$ cat src/rtl/lfsr_prng.sv
// lfsr_prng: parametrised Fibonacci/Galois LFSR with seed load, lockup recovery and period measurement
module lfsr_prng #(
    parameter int          WIDTH = 64,
    parameter logic [63:0] TAPS  = 64'd0,
    parameter int          CNT_W = 64
) (
    input  logic             clk,
    input  logic             reset,
    input  logic [WIDTH-1:0] seed_in,
    input  logic             load,
    input  logic             enable,
    input  logic             mode,
    output logic [WIDTH-1:0] seed_out,
    output logic             lockup,
    output logic             repeat_found,
    output logic [CNT_W-1:0] period,
    output logic             period_valid
);
    localparam logic [63:0] TBL = (WIDTH == 8)  ? 64'hB8 :
                                  (WIDTH == 16) ? 64'hD008 :
                                  (WIDTH == 32) ? 64'h8020_0003 :
                                  (WIDTH == 64) ? 64'hD800_0000_0000_0000 : 64'h0;
    localparam logic [WIDTH-1:0] MASK = (TAPS != '0) ? TAPS[WIDTH-1:0] : TBL[WIDTH-1:0];
    localparam logic [WIDTH-1:0] ONE = {{(WIDTH-1){1'b0}}, 1'b1};
    localparam logic [CNT_W-1:0] CNT_ONE = {{(CNT_W-1){1'b0}}, 1'b1};

    if (WIDTH < 4 || WIDTH > 64) begin : g_bad_width
        $error("lfsr_prng: WIDTH must be 4..64");
    end
    if (TAPS == '0 && TBL == '0) begin : g_no_taps
        $error("lfsr_prng: no built-in tap mask for this WIDTH");
    end
    if (!MASK[WIDTH-1]) begin : g_bad_taps
        $error("lfsr_prng: tap mask must include x^WIDTH");
    end

    logic [WIDTH-1:0] state, ref_q, seed_fix, fib, gal, nxt, ref_eff;
    logic [CNT_W-1:0] cnt, cnt_base, cnt_inc, period_q;
    logic             mode_q, lockup_q, repeat_q, valid_q, zero, mode_chg, hit;

    // A mode flip re-anchors the measurement on the pre-step state
    always_comb begin
        seed_fix = (seed_in == '0) ? ONE : seed_in;
        fib      = {state[WIDTH-2:0], ^(state & MASK)};
        gal      = {state[WIDTH-2:0], 1'b0} ^ (state[WIDTH-1] ? {MASK[WIDTH-2:0], 1'b1} : '0);
        zero     = state == '0;
        nxt      = zero ? ONE : (mode ? gal : fib);
        mode_chg = mode != mode_q;
        ref_eff  = mode_chg ? state : ref_q;
        cnt_base = mode_chg ? '0 : cnt;
        cnt_inc  = (&cnt_base) ? cnt_base : cnt_base + CNT_ONE;
        hit      = nxt == ref_eff;
    end

    always_ff @(posedge clk) begin
        if (reset || load) begin
            state    <= seed_fix;
            ref_q    <= seed_fix;
            cnt      <= '0;
            period_q <= '0;
            valid_q  <= 1'b0;
            repeat_q <= 1'b0;
            lockup_q <= seed_in == '0;
            mode_q   <= mode;
        end else begin
            mode_q   <= mode;
            ref_q    <= ref_eff;
            repeat_q <= enable && hit;
            lockup_q <= enable && zero;
            if (enable) begin
                state <= nxt;
                cnt   <= hit ? '0 : cnt_inc;
                if (hit) begin
                    period_q <= cnt_inc;
                    valid_q  <= 1'b1;
                end
            end else begin
                cnt <= cnt_base;
            end
        end
    end

    assign seed_out     = state;
    assign lockup       = lockup_q;
    assign repeat_found = repeat_q;
    assign period       = period_q;
    assign period_valid = valid_q;
endmodule

$ cat config.mk
export PLATFORM = sky130hd
export DESIGN_NAME = lfsr_prng
export DESIGN_NICKNAME = d
export VERILOG_FILES = /design/src/rtl/lfsr_prng.sv
export SDC_FILE = /design/constraint.sdc
export NUM_CORES = 1
export LEC_CHECK = 0
export ABC_AREA = 0
export BUFFER_PORTS_ARGS = -buffer_cell sky130_fd_sc_hd__buf_2
export CAP_MARGIN = 5
export CORE_MARGIN = 4
export CORE_UTILIZATION = 40
export CTS_BUF_LIST = sky130_fd_sc_hd__clkbuf_16
export DETAILED_ROUTE_END_ITERATION = 12
export PLACE_DENSITY = 0.63
export SETUP_SLACK_MARGIN = 0.5
export SLEW_MARGIN = 15
export SYNTH_ARGS = -nofsm -noshare
export SYNTH_HDL_FRONTEND = slang
export SYNTH_SLANG_ARGS = --single-unit
$ cat constraint.sdc
create_clock -name clk -period 4.4 [get_ports clk]
set_input_delay 0.22 -clock clk [delete_from_list [all_inputs] [get_ports clk]]
set_output_delay 0.22 -clock clk [all_outputs]
set_load 0.005 [all_outputs]
==> reports/results.tsv, run 1 <==
stage	metric	value	unit
timing	Rel. slew slack	0.295	
global_routing	pin count of the biggest net entering global routing	97	
worst_setup_path	critical path peak fanout	28	
timing	Tcrit/Tclk final	0.836	
worst_setup_path	R2R depth	11	
worst_setup_path	RR Endpoint	period[0]$_SDFFE_PN0P_	
placed_design	Port Buffer Count	199	
clock_network	clk_lat worst skew	0.55	ns
power_and_ir_drop	Power Dens Cells	357	nW/um^2
timing	max frequency	272	MHz
layout	area grow syn2layout	23.3	%
global_routing	vias in the first global route	12900	
worst_hold_path	Hold Path End	ref_q[33]$_DFF_P_	
clock_network	Root Driver	clkbuf_16	
floorplan	Die ar.	37500	sq um
clock_network	clock slew at reported path FFs	0.06	ns
route	DRC	0	
global_routing	total gr overflow	0	
floorplan	die width	194	microns
logic_synthesis	Seq cells post-synth	260	
worst_hold_path	hold depth	3	
route	final wirelength	46100	microns
logic_synthesis	Area contributors post-synth	dfxtp_1 (28%), edfxtp_1 (14%), nand2_1 (10%)	
layout	most common cell after layout, fill and taps aside	nand2_1	
layout	Filler cells	3158	
worst_setup_path	worst reg2reg path startpoint	mode_q$_DFF_P_	
floorplan	Die Height	194	microns
route	antenna-violating nets left	0	
floorplan	Top Ports	200	
worst_setup_path	Slowest cell on crit path	dlygate4sd3_1	
timing	RSZ-0062 raised after global routing	no	
logic_synthesis	Post-synth EDFFs	64	
logic_synthesis	Syn Area/Cell	8.47	sq um
logic_synthesis	Post-Synthesis Cell Area	13800	sq um
clock_network	H-tree depth	1	
logic_synthesis	Most used DFF post-synth	dfxtp_1	
logic_synthesis	Syn Nets	1699	
logic_synthesis	Synth cell types	60	
power_and_ir_drop	static leakage	6.57	nW
global_routing	antenna violations before repair	0	
global_routing	first-pass GRT wire length	72400	microns
logic_synthesis	Yosys warnings	0	
route	initial DRC count	1314	
timing	setup TNS	0	ns
route	DR WL/cell	19.8	microns
logic_synthesis	biggest area consumer among synthesized cells	dfxtp_1	
run_status	status	complete, no violations	
worst_hold_path	HP Start	seed_in[33]	
run	max-cap violations	0	
worst_setup_path	crit path kind	in2reg	
worst_setup_path	CP required	4.87	ns
route	Via-to-Cell Ratio	5.71	
worst_setup_path	CP cell instances	dlygate4sd3_1 > buf_2 > xnor2_2 > buf_4 > a221oi_1 > o21ai_0 > a21oi_1 > nor4bb_2 > or3b_1 > nor3_4 > buf_12 > buf_4 > mux2i_1	
logic_synthesis	Synth top area share	0.284	
floorplan	initial core utilization	0.408	
layout	Net count, final	1934	
power_and_ir_drop	maximum resistive drop on vdd	0.258	mV
floorplan	Core ar.	33800	sq um
placed_design	Setup WS pre-CTS	0.417	ns
worst_setup_path	CP bufs+invs	5	
timing	Final Hold Viols	0	
layout	share of post-route cells with drive strength above 1	0.168	
placed_design	gpl congestion	0.984	
worst_setup_path	Worst Path Arrival	4.15	ns
worst_setup_path	Setup crit end kind	flop	
logic_synthesis	Post-Syn Instances	1628	
timing	worst slew pin tran	1.06	ns
worst_setup_path	R2R Setup Slk	0.73	ns
timing	final clock skew	0.0171	ns
worst_hold_path	Hold Crit Class	in2reg	
worst_setup_path	startpoint types	primary input	
worst_setup_path	CP top delay family	buffers and inverters	
logic_synthesis	sequential area share after synthesis	0.424	
timing	max-slew violation count	0	
timing	PnR worst setup slack	0.723	ns
clock_network	CTS Buf Count	29	
clock_network	TritonCTS sink count	260	
worst_setup_path	crit-path max cell delay	0.55	ns
timing	min Tclk post-route	3.68	ns
route	First-pass DRT Iterations	8	
clock_network	CTS tree	done	
logic_synthesis	Synth async-reset ratio	0	
global_routing	total track usage	0.233	
worst_setup_path	CP most frequent cell	buf_4	
route	Via Count	13300	
layout	most frequent cells in the layout	nand2_1 (377), buf_2 (199), dfxtp_1 (196)	
layout	Inserted Diodes	0	
placed_design	post-DP HPWL	32300	microns
clock_network	clock buffer depth	3	
floorplan	FP Rows	67	
timing	Final setup viols	0	
==> cell usage after synthesis (all sizes together) (25+ instances only) <==
cell type / instances
clkbuf: 66
a22o: 25
dfxtp: 196
nand4: 34
mux2i: 118
xor2: 52
o21ai: 96
nor2: 78
xnor2: 78
nor3: 43
a21oi: 42
nor4: 66
nand3: 53
edfxtp: 64
buf: 32
inv: 35
nand2: 378
==> flip-flops by register name, indices dropped and copies added (netlist names) <==
register and flops:
ref_q 64, repeat_found 1, seed_out 64, period_valid 1
mode_q 1, cnt 64, period 64, lockup 1
==> worst register-to-register path: stages (launching register included) <==
cell,delay (ns)
dfxtp_1,0.45
xnor2_2,0.21
buf_4,0.29
a221oi_1,0.34
o21ai_0,0.15
a21oi_1,0.23
nor4bb_2,0.48
or3b_1,0.50
nor3_4,0.19
buf_12,0.24
buf_4,0.32
mux2i_1,0.21
==> worst max-delay path by stage <==
stage                            from                 endpoint  cells past startpoint
2_1_floorplan                    mode       cnt[57]$_SDFF_PN0_                     18
3_3_place_gp           mode_q$_DFF_P_   period[1]$_SDFFE_PN0P_                     10
3_5_place_dp           mode_q$_DFF_P_  period[27]$_SDFFE_PN0P_                     11
4_1_cts         seed_out[8]$_DFFE_PP_  period[27]$_SDFFE_PN0P_                     10
5_1_grt        seed_out[61]$_DFFE_PP_   period[3]$_SDFFE_PN0P_                     10
6_report                         mode   period[0]$_SDFFE_PN0P_                     13
==> cell families (layout without fill, tap and decap cells) <==
kind of cell | after synthesis | count (layout) | synth area share
AND/OR/NAND/NOR | 746 | 746 | 0.253
flip-flops | 260 | 260 | 0.424
AO/OA/AOI/OAI | 236 | 236 | 0.108
buffers and inverters | 133 | 389 | 0.0420
XOR/XNOR | 130 | 130 | 0.0831
multiplexers | 121 | 121 | 0.0881
adder cells (fa/ha/maj) | 2 | 2 | 0.00181
==> metal layers <==
| metal | track usage | share of wire |
|---|---|---|
| met5 | 0 | 0 |
| met4 | 0.0873 | 0.042 |
| met3 | 0.0474 | 0.087 |
| met2 | 0.380 | 0.46 |
| met1 | 0.307 | 0.41 |
==> stage by stage <==
step | hold WS (ns) | std cells | total power, mW | instance area (sq um) | util
floorplan | 0.248 | 1628 | 3.22 | 13800 | -
global placement | 0.441 | 2212 | 3.57 | 15300 | 0.454
detailed placement | 0.444 | 2212 | 3.58 | 15300 | 0.454
CTS | 0.00408 | 2329 | 6.10 | 17000 | 0.502
global route | 0.00270 | 2332 | 6.30 | 17000 | 0.503
finish | 0.00937 | 2332 | 6.08 | 17000 | 0.503
==> final cells by class <==
| cell class | count | area [sq um] | area share |
|---|---|---|---|
| clock inverters | 22 | 214 | 0.0126 |
| flip-flops and latches | 260 | 5850 | 0.344 |
| repair buffers | 302 | 2040 | 0.120 |
| clock buffers | 30 | 751 | 0.0441 |
| inverters | 35 | 131 | 0.00772 |
| well taps | 448 | 561 | 0.0330 |
| multi-input cells | 1235 | 7460 | 0.439 |
==> repair_timing <==
action / in CTS / in global routing
buffers inserted: 5 / 3
hold endpoints to repair: 89 / 0
setup endpoints to repair: 42 / 69
gates resized for setup: 0 / 5
pin swaps: 1 / 0
hold buffers: 60 / 0
==> report_power, final <==
part / total, mW / internal (mW) / switching (mW)
registers: 2.77 / 2.58 / 0.183
logic: 0.853 / 0.352 / 0.501
clock network: 2.46 / 1.47 / 0.996
Note: power is estimated with default switching activity, not from simulation.
==> run 2, diff against run 1 <==
Settings changed: ABC_AREA 0 to 1, PLACE_DENSITY 0.63 to 0.61.
Clock period 4.4 ns to 3.6 ns, I/O delays scaled along.
==> run 2 against run 1 <==
Compared with the run above: combinational power is 27% higher; count of clock-buffer cells in the layout increased by 3; wire length up 17%.
==> reports/results.tsv, run 2 <==
stage	metric	value	unit	change
timing	RSZ-0062 raised after global routing	no		
clock_network	TritonCTS sink count	260		unchanged
timing	min Tclk post-route	2.98	ns	
clock_network	CTS tree	done		
logic_synthesis	Yosys warnings	0		unchanged
timing	final clock skew	0.0232	ns	+0.00615 ns
timing	Rel. slew slack	0.290		-0.00562
worst_hold_path	hold depth	5		+2
worst_setup_path	R2R depth	17		+6
floorplan	Top Ports	200		unchanged
worst_setup_path	crit path launch	mode_q$_DFF_P_		
worst_setup_path	worst reg2reg path startpoint	mode_q$_DFF_P_		
logic_synthesis	Post-Syn Instances	2227		+37%
logic_synthesis	top-count cell post-synth	nand2_1		
floorplan	Die ar.	40100	sq um	+7.0%
logic_synthesis	Syn Area/Cell	6.65	sq um	-22%
timing	max-slew violation count	0		unchanged
global_routing	total gr overflow	0		unchanged
timing	worst slew pin tran	1.07	ns	+0.00843 ns
worst_setup_path	CP bufs+invs	4		-1
logic_synthesis	biggest area consumer among synthesized cells	dfxtp_1		
power_and_ir_drop	Sw Share	0.282		+0.00567
worst_setup_path	CP top delay family	simple AND/OR/NAND/NOR gates		
clock_network	clock buffer depth	3		unchanged
power_and_ir_drop	Comb power frac	0.146		+0.006
logic_synthesis	sequential area share after synthesis	0.395		-0.0288
power_and_ir_drop	Int Pwr	5.33	mW	+21%
power_and_ir_drop	static leakage	8.46	nW	+29%
timing	Tcrit/Tclk final	0.828		
layout	Inserted Diodes	0		unchanged
power_and_ir_drop	overall power	7.42	mW	+22%
worst_setup_path	CP required	4.05	ns	-0.82 ns
route	DR WL/cell	18.1	microns	-8.4%
worst_setup_path	RR Endpoint	period[0]$_SDFFE_PN0P_		
route	DRC	0		unchanged
clock_network	Root Driver	clkbuf_16		
floorplan	FP Rows	70		+4.5%
power_and_ir_drop	sequential power share	0.441		-0.014
route	antenna-violating nets left	0		unchanged
worst_setup_path	critical path peak fanout	13		-54%
layout	most frequent cells in the layout	nand2_1 (693), nor2_1 (254), inv_1 (247)		
worst_setup_path	crit path kind	reg2reg		
power_and_ir_drop	Power Dens Cells	405	nW/um^2	+13%
global_routing	antenna violations before repair	1		+1
placed_design	post-DP HPWL	38200	microns	+18%
logic_synthesis	Syn Nets	2298		+35%
worst_setup_path	critical path depth	17		+4
power_and_ir_drop	Net Sw Power	2.09	mW	+24%
route	final wirelength	54100	microns	+17%
route	First-pass DRT Iterations	7		-1
logic_synthesis	Synth async-reset ratio	0		unchanged
placed_design	gpl congestion	0.982		-0.20%
timing	Final setup viols	0		unchanged
clock_network	clock slew at reported path FFs	0.06	ns	about the same
worst_setup_path	crit-path max cell delay	0.34	ns	-0.21 ns
layout	area grow syn2layout	23.6	%	
floorplan	initial core utilization	0.405		-0.00304
logic_synthesis	most frequent cells after synthesis	nand2_1 (698), nor2_1 (261), inv_1 (244)		
floorplan	Die Height	200	microns	+3.4%
power_and_ir_drop	maximum resistive drop on vdd	0.380	mV	+48%
layout	Filler cells	3667		+16%
logic_synthesis	Post-Synthesis Cell Area	14800	sq um	+7.3%
floorplan	die width	200	microns	+3.4%
power_and_ir_drop	clock network power share	0.413		+0.008
run_status	status	complete, no violations		
global_routing	vias in the first global route	14700		+14%
global_routing	first-pass GRT wire length	82600	microns	+14%
timing	Final Hold Viols	0		unchanged
worst_setup_path	Worst Setup EP	period[0]$_SDFFE_PN0P_		
layout	Net count, final	2564		+33%
layout	share of post-route cells with drive strength above 1	0.156		-0.0125
worst_setup_path	Setup crit end kind	flop		
worst_setup_path	Slowest cell on crit path	dfxtp_2		
logic_synthesis	Seq cells post-synth	260		unchanged
clock_network	CTS Buf Count	30		+3.4%
worst_setup_path	CP most frequent cell	nand2_1		
layout	most common cell after layout, fill and taps aside	nand2_1		
logic_synthesis	Area contributors post-synth	dfxtp_1 (27%), nand2_1 (18%), edfxtp_1 (13%)		
logic_synthesis	Post-synth EDFFs	64		unchanged
route	Via Count	15700		+18%
logic_synthesis	Synth top area share	0.265		-0.0194
timing	max frequency	335	MHz	
clock_network	H-tree depth	1		unchanged
worst_setup_path	Worst Path Arrival	3.43	ns	-0.72 ns
logic_synthesis	Most used DFF post-synth	dfxtp_1		
global_routing	pin count of the biggest net entering global routing	120		+24%
worst_setup_path	CP cell instances	inv_1 > nand2_4 > nand2_8 > buf_6 > nand2_1 > nand2_1 > nand2_1 > nand2_1 > nand2_1 > nor2_1 > nand4_1 > nor3_4 > nand3_4 > buf_4 > buf_4 > nor2_1 > nor2_1		
run	max-cap violations	0		unchanged
placed_design	Port Buffer Count	199		unchanged
floorplan	Core ar.	36500	sq um	+8.1%
logic_synthesis	Synth cell types	44		-27%
clock_network	clk_lat worst skew	0.57	ns	+0.02 ns
worst_hold_path	Hold Crit Class	in2reg		
worst_setup_path	R2R Setup Slk	0.62	ns	-0.11 ns
timing	setup TNS	0	ns	unchanged
worst_setup_path	startpoint types	flop		
route	Via-to-Cell Ratio	5.26		-7.9%
global_routing	total track usage	0.253		+0.0195
route	initial DRC count	1624		+24%
-- run 2: cell count changes in the layout (fill, tap and decap cells not counted), sizes merged, moves of 16 or more --
cell   change
a22o      -25
inv      +211
mux2i    -118
nand2    +336
nand3    +124
nor2     +215
nor4      -53
o21ai    +122
o31ai     -16
or3       -16
xnor2     -70
-- run 2: what timing repair did --
action	in CTS	in global routing
hold buffers	65	0
resized for setup	10	36
buffers inserted	0	16
hold endpoints to repair	127	0
cloned	1	5
pin swaps	3	8
setup endpoints to repair	121	129
-- run 2: worst min path at each step --
stage | start | slack (ns) | end
finish | load | 0.13 | ref_q[36]$_DFF_P_
global route | load | 0.13 | ref_q[17]$_DFF_P_
CTS | enable | 0.07 | cnt[20]$_SDFF_PN0_
detailed placement | mode | 0.38 | mode_q$_DFF_P_
global placement | mode | 0.37 | mode_q$_DFF_P_
floorplan | mode | 0.21 | mode_q$_DFF_P_
-- run 2: cell type report --
type                       instances  area (sq um)  share of cell area
clock buffer                      33           826              0.0451
sequential                       260          5850               0.320
clock inverter                    23           164             0.00896
timing repair buffer             318          2170               0.119
tap                              468           586              0.0320
multi-input combinational       1633          7750               0.424
inverter                         250           947              0.0518
-- run 2: worst min-delay path, cell delays in order --
cell and delay [ns]:
buf_2 0.10, nor2_4 0.05, buf_4 0.19, nand2_1 0.08, nand2_1 0.04
-- run 2: metal layers --
metal | track usage | wire [microns] | vias up
met5 | 0 | 13 | -
met4 | 0.0669 | 1550 | 2
met3 | 0.0484 | 4890 | 105
met2 | 0.387 | 23000 | 643
met1 | 0.367 | 24600 | 7273
li1 | - | - | 7671
-- run 2: logic make-up after synthesis --
family,Yosys count,share of synthesized area
AND/OR/NAND/NOR,1264,0.364
buffers and inverters,339,0.0975
AO/OA/AOI/OAI,301,0.106
flip-flops,260,0.395
XOR/XNOR,61,0.0361
adder cells (fa/ha/maj),2,0.00169
-- run 2: per-stage QoR --
| stage | hold slack [ns] | util | cells | setup WS [ns] | area, sq um |
|---|---|---|---|---|---|
| 5_1_grt | 0.129 | 0.501 | 2985 | 0.460 | 18300 |
| 4_1_cts | 0.0727 | 0.491 | 2964 | 0.502 | 17900 |
| 3_3_place_gp | 0.365 | 0.445 | 2842 | 0.282 | 16200 |
| 2_1_floorplan | 0.208 | - | 2227 | 0.556 | 14800 |
| 3_5_place_dp | 0.379 | 0.445 | 2842 | 0.261 | 16200 |
| 6_report | 0.127 | 0.501 | 2985 | 0.619 | 18300 |
-- run 2: power by group through the flow --
stage,Sequential [mW],Combinational [mW],Clock [mW]
CTS,3.27,1.03,3.11
floorplan,3.30,0.653,0
global placement,3.33,0.950,0
finish,3.27,1.08,3.07
detailed placement,3.33,0.962,0
global route,3.29,1.22,3.23
==> run 3, diff against run 2 <==
Settings changed: PLACE_DENSITY 0.61 to 0.63.
Clock period 3.6 ns to 2.6 ns, I/O delays scaled along.
==> run 3 against run 2 <==
Compared with the run above: the run now ends with setup timing left; register-to-register slack got worse by 0.73 ns; design area increased by 21%; clock skew decreased by 0.0021 ns; hold slack got worse by 0.12 ns; count of clock-buffer cells in the layout unchanged; final cell count increased by 8.9%; largest power group is now clock.
==> reports/results.tsv, run 3 (synthesis gave the netlist of run 2 again) <==
stage	metric	value	unit	change
layout	share of post-route cells with drive strength above 1	0.332		+0.176
route	antenna-violating nets left	0		unchanged
power_and_ir_drop	static leakage	10.3	nW	+21%
clock_network	H-tree depth	1		unchanged
global_routing	total gr overflow	0		unchanged
route	DR WL/cell	18.8	microns	+3.7%
layout	most common cell after layout, fill and taps aside	nand2_1		
layout	fin area	22100	sq um	+21%
timing	worst slew pin tran	0.995	ns	-0.0700 ns
run_status	status	finished, violations left		
timing	max frequency	368	MHz	+9.8%
global_routing	vias in the first global route	16100		+9.8%
route	Via-to-Cell Ratio	5.33		+1.4%
global_routing	pin count of the biggest net entering global routing	173		+44%
timing	Final setup viols	94		+94
run_status	violations in the final reports	setup timing		
layout	area grow syn2layout	49.5	%	
route	final wirelength	61000	microns	+13%
worst_setup_path	R2R depth	20		+3
worst_setup_path	R2R Setup Slk	-0.12	ns	-0.73 ns
route	DRC	0		unchanged
route	Via Count	17300		+10%
worst_hold_path	hold depth	4		-1
timing	setup TNS	-6.45	ns	-6.45 ns
timing	worst hold slack	0.0113	ns	-0.116 ns
floorplan	die width	200	microns	unchanged
clock_network	TritonCTS sink count	260		unchanged
clock_network	clock buffer depth	3		unchanged
placed_design	Port Buffer Count	199		unchanged
power_and_ir_drop	Power Dens Cells	494	nW/um^2	+22%
worst_setup_path	CP required	3.06	ns	-0.99 ns
worst_setup_path	startpoint types	flop		
floorplan	FP Rows	70		unchanged
floorplan	Die Height	200	microns	unchanged
placed_design	post-DP HPWL	40200	microns	+5.3%
worst_setup_path	critical path peak fanout	11		-2
worst_setup_path	Worst Path Arrival	3.18	ns	-0.25 ns
placed_design	Setup WS pre-CTS	-0.211	ns	-0.472 ns
placed_design	gpl congestion	1.00		+2.2%
global_routing	first-pass GRT wire length	87000	microns	+5.3%
floorplan	Top Ports	200		unchanged
timing	Tcrit/Tclk final	1.04		+0.216
power_and_ir_drop	maximum resistive drop on vdd	0.497	mV	+31%
timing	min Tclk post-route	2.72	ns	-0.266 ns
placed_design	post-place instance area	18300	sq um	+13%
run	max-cap violations	0		unchanged
clock_network	clk_lat worst skew	0.59	ns	+0.02 ns
layout	most frequent cells in the layout	nand2_1 (603), buf_4 (259), inv_1 (239)		
clock_network	Root Driver	clkbuf_16		
worst_setup_path	crit path kind	reg2reg		
clock_network	CTS tree	done		
worst_hold_path	Hold Crit Class	in2reg		
clock_network	CTS Buf Count	30		unchanged
layout	Net count, final	2828		+10%
route	initial DRC count	1647		+1.4%
floorplan	Core ar.	36500	sq um	unchanged
global_routing	antenna violations before repair	1		unchanged
worst_setup_path	Setup crit end kind	flop		
global_routing	total track usage	0.264		+0.0115
clock_network	clock slew at reported path FFs	0.06	ns	about the same
timing	Final Hold Viols	0		unchanged
timing	max-slew violation count	0		unchanged
floorplan	initial core utilization	0.405		unchanged
timing	RSZ-0062 raised after global routing	yes		
route	First-pass DRT Iterations	5		-2
floorplan	Die ar.	40100	sq um	unchanged
timing	final clock skew	0.0212	ns	-0.00206 ns
timing	PnR worst setup slack	-0.116	ns	-0.734 ns
timing	Rel. slew slack	0.336		+0.0467
run 3: per-layer routing:
metal  wire [microns]  part of all wire  up-vias  global-route usage
met4             2670             0.044        0              0.0887
met3             5790             0.095      171              0.0372
met2            27400              0.45      826               0.428
met5                0                 0        -                   0
li1                 -                 -     8193                   -
met1            25200              0.41     8138               0.365
run 3: worst max-delay path: stages, from the launching register on:
cell       delay [ns]
dfxtp_4          0.38
inv_4            0.05
nand2_4          0.08
nand2_8          0.11
buf_12           0.16
clkbuf_16        0.17
nand2_2          0.07
nand2_1          0.06
nand2_1          0.08
nand2_1          0.07
nor2_1           0.11
nand2_1          0.06
nor2_1           0.12
nand2_2          0.10
nor3_2           0.18
buf_4            0.16
nand3_4          0.10
buf_12           0.18
clkbuf_16        0.19
nand3_1          0.07
o21ai_1          0.07
run 3: cell type report:
cell class                      instances  area (sq um)
Inverter                              250           960
Antenna cell                            1          2.50
Tap cell                              468           586
Clock inverter                         23           214
Timing Repair Buffer                  587          4850
Clock buffer                           33           826
Multi-Input combinational cell       1628          8840
Sequential cell                       260          5850
Fill cell                            3252         14400
run 3: through the flow:
step | utilization | cells | power, mW
global placement | 0.501 | 3073 | 6.11
floorplan | - | 2227 | 5.48
detailed placement | 0.501 | 3073 | 6.14
CTS | 0.565 | 3204 | 10.8
finish | 0.606 | 3250 | 10.9
global route | 0.606 | 3250 | 11.3
run 3: what timing repair did:
action | 4_1_cts | 5_1_grt
gates resized for setup | 137 | 214
hold buffers | 67 | 0
cloned | 3 | 24
endpoints found under the setup margin | 130 | 130
buffers inserted | 5 | 21
endpoints found under the hold margin | 135 | 0
pin swaps | 22 | 41
run 3: where the power goes:
group	total (mW)	internal [mW]	switching, mW
clock network	4.50	2.67	1.84
logic	1.98	0.813	1.16
registers	4.45	4.36	0.0914
run 3: path summary, 6_finish.rpt:
| path | from | end |
|---|---|---|
| max | mode_q$_DFF_P_ | period[3]$_SDFFE_PN0P_ |
| min | load | cnt[49]$_SDFF_PN0_ |
| max reg2reg | mode_q$_DFF_P_ | period[3]$_SDFFE_PN0P_ |
| min reg2reg | period[62]$_SDFFE_PN0P_ | period[62]$_SDFFE_PN0P_ |
